--- src/rtl/gmm_rate_div_sched_if.sv ---
// Handshake bundle between the rate sequencer and a shared floating-point
// divider.
//   master (sequencer) drives the operands, the operand strobes, the quotient
//   ack and the divider flush. It receives the operand acks and the quotient
//   with its strobe.
//   slave (divider) is the mirror image of master.
interface gmm_rate_div_sched_if #(
  parameter int DATA_W = 32
);
  logic [DATA_W-1:0] div_a;      // dividend
  logic [DATA_W-1:0] div_b;      // divisor
  logic              div_a_stb;
  logic              div_b_stb;
  logic              div_a_ack;
  logic              div_b_ack;
  logic [DATA_W-1:0] div_z;      // quotient
  logic              div_z_stb;
  logic              div_z_ack;
  logic              div_rst;    // one-cycle active-high divider flush

  modport master (
    output div_a, div_b, div_a_stb, div_b_stb, div_z_ack, div_rst,
    input  div_a_ack, div_b_ack, div_z, div_z_stb
  );

  modport slave (
    input  div_a, div_b, div_a_stb, div_b_stb, div_z_ack, div_rst,
    output div_a_ack, div_b_ack, div_z, div_z_stb
  );
endinterface

--- src/rtl/gmm_rate_div_sched.sv ---
// Time-shares one floating-point divider across the NUM_K Gaussian components
// of a pixel. It computes rate_k = w_k / sigma_k for each component in turn and
// presents all rates together with a single rates_valid_o pulse. A zero sigma
// (either sign) bypasses the divider and yields +inf. A watchdog aborts a
// division that takes TIMEOUT cycles, returns 0 for that component, and
// flushes the divider.
// Ports:
//   clk_i, rst_i            clock, asynchronous active-low reset
//   start_i                 latch w*/sigma* and begin; ignored while busy_o
//   w0_i..w2_i, sigma*_i    component weights / sigmas
//   div                     divider handshake bundle (master side)
//   rate0_o..rate2_o        registered rates, held until the next completion
//   rates_valid_o           one-cycle pulse, rates valid
//   busy_o                  high from the accepted start through the done cycle
//   err_timeout_o           sticky timeout flag, cleared by the next start
// The port list is fixed at three components, so NUM_K must be 3.
module gmm_rate_div_sched #(
  parameter int DATA_W  = 32,
  parameter int NUM_K   = 3,
  parameter int TIMEOUT = 255
) (
  input  logic                 clk_i,
  input  logic                 rst_i,
  input  logic                 start_i,
  input  logic [DATA_W-1:0]    w0_i,
  input  logic [DATA_W-1:0]    w1_i,
  input  logic [DATA_W-1:0]    w2_i,
  input  logic [DATA_W-1:0]    sigma0_i,
  input  logic [DATA_W-1:0]    sigma1_i,
  input  logic [DATA_W-1:0]    sigma2_i,
  gmm_rate_div_sched_if.master div,
  output logic [DATA_W-1:0]    rate0_o,
  output logic [DATA_W-1:0]    rate1_o,
  output logic [DATA_W-1:0]    rate2_o,
  output logic                 rates_valid_o,
  output logic                 busy_o,
  output logic                 err_timeout_o
);
  localparam int KW = (NUM_K > 1) ? $clog2(NUM_K) : 1;
  localparam logic [DATA_W-1:0] POS_INF = DATA_W'(32'h7F80_0000);

  typedef enum logic [2:0] {IDLE, ISSUE, WAIT_Z, NEXT, DONE} state_e;

  state_e                         state_q, state_d;
  logic [KW-1:0]                  k_q;
  logic [7:0]                     timer_q;
  logic                           a_done_q, b_done_q, div_rst_q;
  logic [NUM_K-1:0][DATA_W-1:0]   w_q, s_q, rate_q, rate_out_q;

  logic sigma_zero, tmo, last_k, a_ok, b_ok;

  // Sign bit ignored so that -0 is also bypassed.
  assign sigma_zero = (s_q[k_q][DATA_W-2:0] == '0);
  // The timer starts at 0 on the first ISSUE cycle, so this fires on the
  // TIMEOUT-th cycle spent on one division.
  assign tmo        = (timer_q == 8'(TIMEOUT-1));
  assign last_k     = (k_q == KW'(NUM_K-1));
  // An operand counts as delivered once its ack has been sampled while its
  // strobe was up, whether in an earlier cycle or in this one.
  assign a_ok       = a_done_q | (div.div_a_stb & div.div_a_ack);
  assign b_ok       = b_done_q | (div.div_b_stb & div.div_b_ack);

  // State register
  always_ff @(posedge clk_i or negedge rst_i) begin
    if (!rst_i) state_q <= IDLE;
    else        state_q <= state_d;
  end

  // Next state
  always_comb begin
    state_d = state_q;
    case (state_q)
      IDLE:   if (start_i) state_d = ISSUE;
      ISSUE:  if (sigma_zero || tmo) state_d = NEXT;
              else if (a_ok && b_ok) state_d = WAIT_Z;
      WAIT_Z: if (tmo || div.div_z_stb) state_d = NEXT;
      NEXT:   state_d = last_k ? DONE : ISSUE;
      DONE:   state_d = IDLE;
      default: state_d = IDLE;
    endcase
  end

  // Outputs
  always_comb begin
    div.div_a_stb = 1'b0;
    div.div_b_stb = 1'b0;
    div.div_z_ack = 1'b0;
    rates_valid_o = 1'b0;
    busy_o        = (state_q != IDLE);
    case (state_q)
      ISSUE: begin
        div.div_a_stb = !sigma_zero && !a_done_q;
        div.div_b_stb = !sigma_zero && !b_done_q;
      end
      WAIT_Z: div.div_z_ack = 1'b1;
      DONE:   rates_valid_o = 1'b1;
      default: ;
    endcase
  end

  assign div.div_a   = w_q[k_q];
  assign div.div_b   = s_q[k_q];
  assign div.div_rst = div_rst_q;
  assign rate0_o     = rate_out_q[0];
  assign rate1_o     = rate_out_q[1];
  assign rate2_o     = rate_out_q[2];

  // Datapath, operand bookkeeping and watchdog
  always_ff @(posedge clk_i or negedge rst_i) begin
    if (!rst_i) begin
      k_q           <= '0;
      timer_q       <= '0;
      a_done_q      <= 1'b0;
      b_done_q      <= 1'b0;
      div_rst_q     <= 1'b0;
      err_timeout_o <= 1'b0;
      w_q           <= '0;
      s_q           <= '0;
      rate_q        <= '0;
      rate_out_q    <= '0;
    end else begin
      div_rst_q <= 1'b0;
      case (state_q)
        IDLE: begin
          timer_q <= '0;
          if (start_i) begin
            w_q           <= {w2_i, w1_i, w0_i};
            s_q           <= {sigma2_i, sigma1_i, sigma0_i};
            k_q           <= '0;
            a_done_q      <= 1'b0;
            b_done_q      <= 1'b0;
            err_timeout_o <= 1'b0;
          end
        end
        ISSUE: begin
          timer_q <= timer_q + 8'd1;
          if (sigma_zero) begin
            rate_q[k_q] <= POS_INF;
          end else begin
            if (a_ok) a_done_q <= 1'b1;
            if (b_ok) b_done_q <= 1'b1;
          end
        end
        WAIT_Z: begin
          timer_q <= timer_q + 8'd1;
          // The abort below takes priority over a quotient that arrives in
          // the timeout cycle.
          if (div.div_z_stb) rate_q[k_q] <= div.div_z;
        end
        NEXT: begin
          timer_q  <= '0;
          a_done_q <= 1'b0;
          b_done_q <= 1'b0;
          if (last_k) rate_out_q <= rate_q;
          else        k_q        <= k_q + KW'(1);
        end
        default: timer_q <= '0;
      endcase

      // Watchdog abort, last so that it overrides the updates above.
      if (tmo && !sigma_zero && (state_q == ISSUE || state_q == WAIT_Z)) begin
        rate_q[k_q]   <= '0;
        err_timeout_o <= 1'b1;
        div_rst_q     <= 1'b1;
        a_done_q      <= 1'b0;
        b_done_q      <= 1'b0;
      end
    end
  end
endmodule

--- src/flat_wrapper.sv ---
// flat-port wrapper written by rule: the top's interface ports become plain ports
module gmm_rate_div_sched_flat 
#(
  parameter int DATA_W  = 32,
  parameter int NUM_K   = 3,
  parameter int TIMEOUT = 255
)
  (clk_i, rst_i, start_i, w0_i, w1_i, w2_i, sigma0_i, sigma1_i, sigma2_i, rate0_o, rate1_o, rate2_o, rates_valid_o, busy_o, err_timeout_o, div_div_a, div_div_b, div_div_a_stb, div_div_b_stb, div_div_z_ack, div_div_rst, div_div_a_ack, div_div_b_ack, div_div_z, div_div_z_stb);
  gmm_rate_div_sched_if #(.DATA_W(DATA_W)) div_i ();
  input  logic clk_i;
  input  logic rst_i;
  input  logic start_i;
  input  logic [DATA_W-1:0] w0_i;
  input  logic [DATA_W-1:0] w1_i;
  input  logic [DATA_W-1:0] w2_i;
  input  logic [DATA_W-1:0] sigma0_i;
  input  logic [DATA_W-1:0] sigma1_i;
  input  logic [DATA_W-1:0] sigma2_i;
  output logic [DATA_W-1:0] rate0_o;
  output logic [DATA_W-1:0] rate1_o;
  output logic [DATA_W-1:0] rate2_o;
  output logic rates_valid_o;
  output logic busy_o;
  output logic err_timeout_o;
  output wire logic [$bits(div_i.div_a)-1:0] div_div_a;
  output wire logic [$bits(div_i.div_b)-1:0] div_div_b;
  output wire logic [$bits(div_i.div_a_stb)-1:0] div_div_a_stb;
  output wire logic [$bits(div_i.div_b_stb)-1:0] div_div_b_stb;
  output wire logic [$bits(div_i.div_z_ack)-1:0] div_div_z_ack;
  output wire logic [$bits(div_i.div_rst)-1:0] div_div_rst;
  input wire logic [$bits(div_i.div_a_ack)-1:0] div_div_a_ack;
  input wire logic [$bits(div_i.div_b_ack)-1:0] div_div_b_ack;
  input wire logic [$bits(div_i.div_z)-1:0] div_div_z;
  input wire logic [$bits(div_i.div_z_stb)-1:0] div_div_z_stb;
  assign div_div_a = div_i.div_a;
  assign div_div_b = div_i.div_b;
  assign div_div_a_stb = div_i.div_a_stb;
  assign div_div_b_stb = div_i.div_b_stb;
  assign div_div_z_ack = div_i.div_z_ack;
  assign div_div_rst = div_i.div_rst;
  assign div_i.div_a_ack = div_div_a_ack;
  assign div_i.div_b_ack = div_div_b_ack;
  assign div_i.div_z = div_div_z;
  assign div_i.div_z_stb = div_div_z_stb;
  gmm_rate_div_sched #(.DATA_W(DATA_W), .NUM_K(NUM_K), .TIMEOUT(TIMEOUT)) u_core (.clk_i(clk_i), .rst_i(rst_i), .start_i(start_i), .w0_i(w0_i), .w1_i(w1_i), .w2_i(w2_i), .sigma0_i(sigma0_i), .sigma1_i(sigma1_i), .sigma2_i(sigma2_i), .div(div_i), .rate0_o(rate0_o), .rate1_o(rate1_o), .rate2_o(rate2_o), .rates_valid_o(rates_valid_o), .busy_o(busy_o), .err_timeout_o(err_timeout_o));
endmodule
--- config.mk ---
export PLATFORM = sky130hd
export DESIGN_NAME = gmm_rate_div_sched_flat
export DESIGN_NICKNAME = d
export VERILOG_FILES = /design/src/rtl/gmm_rate_div_sched_if.sv /design/src/rtl/gmm_rate_div_sched.sv /design/src/flat_wrapper.sv
export SDC_FILE = /design/constraint.sdc
export NUM_CORES = 1
export LEC_CHECK = 0
export ABC_CLOCK_PERIOD_IN_PS = 5700
export CAP_MARGIN = 10
export CELL_PAD_IN_SITES_DETAIL_PLACEMENT = 1
export CELL_PAD_IN_SITES_GLOBAL_PLACEMENT = 2
export CORE_ASPECT_RATIO = 1.75
export CORE_MARGIN = 2
export CORE_UTILIZATION = 32
export CTS_CLUSTER_DIAMETER = 200
export DETAILED_ROUTE_END_ITERATION = 16
export PLACE_DENSITY_LB_ADDON = 0.1
export SETUP_SLACK_MARGIN = 0.5
export SLEW_MARGIN = 5
export SYNTH_ARGS = -nofsm -noshare
export SYNTH_HDL_FRONTEND = slang
export SYNTH_SLANG_ARGS = --single-unit
--- constraint.sdc ---
create_clock -name clk_i -period 5.7 [get_ports clk_i]
set_clock_uncertainty 0.1 [all_clocks]
set_input_delay 1.425 -clock clk_i [delete_from_list [all_inputs] [get_ports clk_i]]
set_output_delay 1.425 -clock clk_i [all_outputs]
set_load 0.02 [all_outputs]
---- Yosys cells after proc, flatten, opt, wreduce, memory -nomap -nowiden ----
Cells that the tools add are included.
word-level totals
  register bits ........................... 401
  word-level logic and storage cells ...... 110
  input port bits ......................... 230
  output and inout port bits .............. 167
operators by class
  bitwise gates (word level) .............. 9
  $add $sub $neg .......................... 2
  muxes and demuxes ....................... 37
  reductions and logical operators ........ 27
  equal/unequal tests ..................... 14
  order comparisons ....................... 2
operators with widths
  operator                                                count
  2-to-1 mux 96 bit                                       3
  case mux 96 bit (2 select lines)                        1
  binary-select mux 32 bit (select 2 bit)                 2
  bitwise AND 96 bit                                      1
  bitwise mux 96 bit                                      1
  2-to-1 mux 32 bit                                       3
  inverter 96 bit                                         1
  bitwise AND 72 bit                                      1
  inverter 72 bit                                         1
  demux 32 bit (select 2 bit)                             1
  logical NOT 31 bit                                      1
  bitwise OR 24 bit                                       1
  2-to-1 mux 3 bit                                        5
  2-to-1 mux 1 bit                                        14
  case mux 3 bit (4 select lines)                         1
  inequality test 3 x 2 -> 1 bit (second input constant)  3
  adder 8 x 1 -> 8 bit (second input constant)            1
  == test 8 bit (second input constant)                   1
  2-to-1 mux 8 bit                                        1
  AND reduction 4 bit                                     2
  == test 3 x 2 -> 1 bit (second input constant)          2
  logical AND 1 bit                                       6
  case mux 1 bit (3 select lines)                         2
  AND reduction 2 bit                                     3
  other kinds (22)                                        33

---- Logic depth before layout (Yosys ltp) ----
  depth in word-level cells ............... 12
  depth in mapped cells ................... 13
  mapped depth without buffers ............ 7

---- Worst setup path after synthesis ----
Ideal clock, no wire load.
  path kind ............................... register to output
  start ................................... register u_core.k_q[1]
  end ..................................... output port div_div_a_stb
  cell stages (with the launch flop) ...... 11
  arrival time ............................ 2.205 ns
  path slack .............................. 1.970 ns
  data required time ...................... 4.175 ns
  cells stage by stage .................... dfrtp_1 -> buf_4 -> buf_4 -> mux2i_1 -> o2bb2ai_1 -> nor4_1 -> and4_1 -> buf_4 -> nand2_1 -> nand2_1 -> nor2_1
on the way
  longest elaborated chain between the ends .. 6
ends and longest elaborated chain
  what                                     line                       source
  from (decl)                              gmm_rate_div_sched.sv:45   logic [KW-1:0] k_q;
  from (signal assigned)                   gmm_rate_div_sched.sv:155  else k_q <= k_q + KW'(1);
  binary-select mux 32 bit (select 2 bit)  n/a
  2-to-1 mux 32 bit (implied by the code)  gmm_rate_div_sched.sv:53   assign sigma_zero = (s_q[k_q][DATA_W-2:0] == '0);
  named net div_div_b[29]                  flat_wrapper.sv:26         output wire logic [$bits(div_i.div_b)-1:0] div_div_b;
  logical NOT 31 bit                       gmm_rate_div_sched.sv:53
  logical NOT 1 bit                        gmm_rate_div_sched.sv:92   div.div_a_stb = !sigma_zero && !a_done_q;
  logical AND 1 bit                        gmm_rate_div_sched.sv:92
  2-to-1 mux 1 bit                         gmm_rate_div_sched.sv:90   case (state_q)
  to (decl)                                flat_wrapper.sv:27         output wire logic [$bits(div_i.div_a_stb)-1:0] div_div_a_stb;
The timed path passes the listed nets, and every way through them passes these cells. The select of a mux whose other input is x is not followed.

---- Worst setup path after layout ----
  start ................................... register u_core.k_q[1]
  end ..................................... output port div_div_a_stb
on the way
  longest elaborated chain between the ends .. 6
ends and longest elaborated chain
  what                                     line
  binary-select mux 32 bit (select 2 bit)  gmm_rate_div_sched.sv:53
  2-to-1 mux 32 bit (implied by the code)  gmm_rate_div_sched.sv:53
  logical NOT 31 bit                       gmm_rate_div_sched.sv:53
  logical NOT 1 bit                        gmm_rate_div_sched.sv:92
  logical AND 1 bit                        gmm_rate_div_sched.sv:92
  2-to-1 mux 1 bit                         gmm_rate_div_sched.sv:90
Every way passes these cells. The select of a mux whose other input is x is not followed.

==> metrics <==
status=finished clean; Register-to-Register Path Depth=10; final wirelength=a little over 60000 um; Worst path most repeated cell=nand2_1; ratio of cells with drive above 1 in the final layout=0.0466; Core Box Area=0.0522 mm2; r2r setup slk=1.86 ns; Worst Tran Pin Value=about 1.2 ns; Cell Area, Synth=0.0169 mm2; total track usage=0.220; part of the power in registers=0.382; routed wire length per instance=20.5 um; CP Launch Type=flip-flop; Reg-to-Reg Start=u_core.k_q[1]$_DFFE_PN0P_; CTS Hold Bufs=0; CTS tree=yes; sw frac=0.382; final std cells w/o fill=roughly 3000; remaining antenna violation count=0; Yosys warning count=0; I/O Pins=slightly below 400; GPL Wtd Cong=0.806; Bufs on Longest Clock Path=3; WS Path Type=reg -> out; Crit path depth=10; Final TNS setup=0 ns; predominant post-synthesis flop cell=dfrtp_1; reg2reg end=u_core.rate_q[14]$_DFF_PN0_; synth cell count leaders=nand2_1, dfrtp_1, clkbuf_1; final hold vios=0; cell taking the most area after synthesis=dfrtp_1; number of I/O port buffers=396; Synth Register Bits=401; worst-path fanout max=35; clk slew on worst S/H paths=about 0.060 ns; required time worst endpoint=4.18 ns; WP data arrival=3.53 ns; Worst setup endpoint=div_div_a_stb; Max Transition Viols Final=0; Die Ht=308 um; Post-synth EDFFs=0; leading post-synthesis cells by cell area=dfrtp_1, nand2_1, mux2i_1; final setup fails=0; dpl cell area=0.0215 mm2; CP Launch Point=u_core.k_q[1]$_DFFE_PN0P_; Cells after DPL=2880; area grow syn2layout=35.9%; post-route cell area=0.0229 mm2; fmax=198 MHz; syn_area_per_cell=8.87 um2; Clk pwr share=0.222; Leakage=10.8 nW; drt initial violations=700; Syn Nets=2136; DRC Markers=0; worst skew pair latency=0.57 ns; Nets=2482; antenna violations before repair=8; Power Dens Cells=~560 mW/mm2; crit path max-delay cell type=clkdlybuf4s50_1; Async SR Flop Fraction=1.00; Gate power share=0.396; multi-input combinational cell area=0.00636 mm2; HP Class=reg -> reg; max cap viols=0; number of core rows=111; Yosys top cell area share=0.595; Die Area=0.0546 mm2; Slew HR=0.187; DP HPWL=between 40000 and 50000 um; drt first pass iters=4; crit share post-route=0.887; Crit path max-delay family=simple AND/OR/NAND/NOR gates; vias=14300; Syn Inst Count=1901; GRT overflow=0; largest net degree at the start of global routing=approximately 150; Initial Util=0.323; crit-path cells=buf_12 -> mux2i_1 -> o2bb2ai_1 -> nor4_1 -> and4_1 -> buf_4 -> nand2_1 -> nand2_1 -> nor2_1 -> clkdlybuf4s50_1; H-tree Lvls=2; min cycle time layout=5.06 ns; Critical Path Max Stage Delay=0.53 ns; Netlist cell types=45; vias in the first global route=15400; Bufs and invs on worst path=3; most frequent cell after synthesis=nand2_1; RSZ-0062 raised after global routing=no; Peak VDD IR=0.248 mV; CTS Buf Count=42; vias per cell=4.82; Seq/Total Area, Yosys=0.595; internal power=between 7 and 8 mW; clk sinks=401; Setup crit end kind=output pin; Register Area=0.0100 mm2; Net Sw Power=4.90 mW; post-CTS setup buffer count=0; Layout fillers=6048; first-pass GRT wire length=91600 um; Root Driver=clkbuf_16; Die W=178 um
==> final cells by class <==
class | count | share of cell area
Timing Repair Buffer | 421 | 0.185
Sequential cell | 401 | 0.438
Antenna cell | 1 | 0.000109
Inverter | 9 | 0.00147
Tap cell | 678 | 0.0370
Clock inverter | 12 | 0.00917
Multi-Input combinational cell | 1372 | 0.277
Clock buffer | 61 | 0.0516
==> placed cells by master, fill, tap and decap left out, types with 4 or more instances in the layout <==
master / synthesis / final
clkbuf_8: 0 / 7
nand2_1: 992 / 992
clkbuf_1: 94 / 13
a21oi_1: 30 / 30
mux2i_1: 64 / 64
ha_1: 5 / 5
buf_4: 7 / 17
bufinv_16: 0 / 5
inv_1: 7 / 7
buf_12: 0 / 7
nor3_1: 6 / 5
a31oi_1: 27 / 27
o2bb2ai_1: 31 / 31
o22ai_1: 37 / 37
clkbuf_16: 0 / 42
a22oi_1: 13 / 13
o21ai_0: 51 / 51
nand3_1: 5 / 4
clkdlybuf4s50_1: 0 / 395
nor2_1: 62 / 61
nor4_1: 7 / 5
dfrtp_1: 401 / 399
==> cells by family (layout without fill, tap and decap cells) <==
group,after synthesis,after routing,synth area share
other cells,0,1,0
xor+xnor,4,4,0.00208
buf+inv,129,503,0.0318
flops,401,401,0.595
mux,64,64,0.0380
simple gates,1095,1096,0.250
fa+ha+maj,5,5,0.00371
compound gates,203,203,0.0794
==> power groups by stage <==
| stage | Sequential (mW) | Combinational [mW] | Clock, mW |
|---|---|---|---|
| floorplan | 5.03 | 2.58 | 0 |
| CTS | 4.93 | 5.18 | 2.94 |
| global placement | 4.93 | 5.02 | 0 |
| detailed placement | 4.96 | 5.13 | 0 |
| finish | 4.91 | 5.08 | 2.85 |
| global route | 5.06 | 5.62 | 3.04 |
==> metal layers <==
metal	part of all wire	routed length, um	track usage	vias to the layer above
li1	-	-	-	6779
met1	0.37	22200	0.238	7019
met2	0.54	32900	0.414	349
met3	0.057	3440	0.0504	93
met4	0.033	1990	0.0753	14
met5	0.0016	94	0	-
==> tightest hold or removal path, cell delays in order (launching register included) <==
cell	delay (ns)
dfrtp_1	0.34
nand2_1	0.05
nand2_1	0.05
==> per-stage QoR <==
step                power (mW)  setup slack (ns)   util  hold WS, ns
finish                    12.9             0.642  0.439        0.363
CTS                       13.0             0.545  0.439        0.367
detailed placement        10.1              1.00  0.411        0.351
global placement          9.95              1.07  0.411        0.348
global route              13.7             0.497  0.439        0.393
floorplan                 7.61              1.97      -        0.332
==> registers in the layout, indices dropped and copies added, names as in the netlist, 2 cells and up <==
signal,count
u_core.timer_q,8
u_core.rate1_o,32
u_core.w_q,96
u_core.rate_q,96
u_core.state_q,3
u_core.rate0_o,32
u_core.k_q,2
u_core.s_q,96
u_core.rate2_o,32
==> worst min path at each step <==
stage	start	slack, ns	end	cells after the start
after floorplan	u_core.rate_q[74]$_DFF_PN0_	0.33	u_core.rate2_o[10]$_DFFE_PN0P_	2
after global placement	u_core.rate_q[50]$_DFF_PN0_	0.35	u_core.rate1_o[18]$_DFFE_PN0P_	2
after detailed placement	u_core.rate_q[95]$_DFF_PN0_	0.35	u_core.rate2_o[31]$_DFFE_PN0P_	2
after CTS	u_core.rate_q[95]$_DFF_PN0_	0.37	u_core.rate2_o[31]$_DFFE_PN0P_	2
after global routing	u_core.rate_q[92]$_DFF_PN0_	0.39	u_core.rate2_o[28]$_DFFE_PN0P_	2
final	u_core.rate_q[43]$_DFF_PN0_	0.36	u_core.rate1_o[11]$_DFFE_PN0P_	2
==> what timing repair did <==
action	4_1_cts	5_1_grt
setup endpoints to repair	2	2
hold endpoints to repair	0	0
gates resized for setup	3	5
gates cloned	1	0
(Power assumes the default switching activity.)
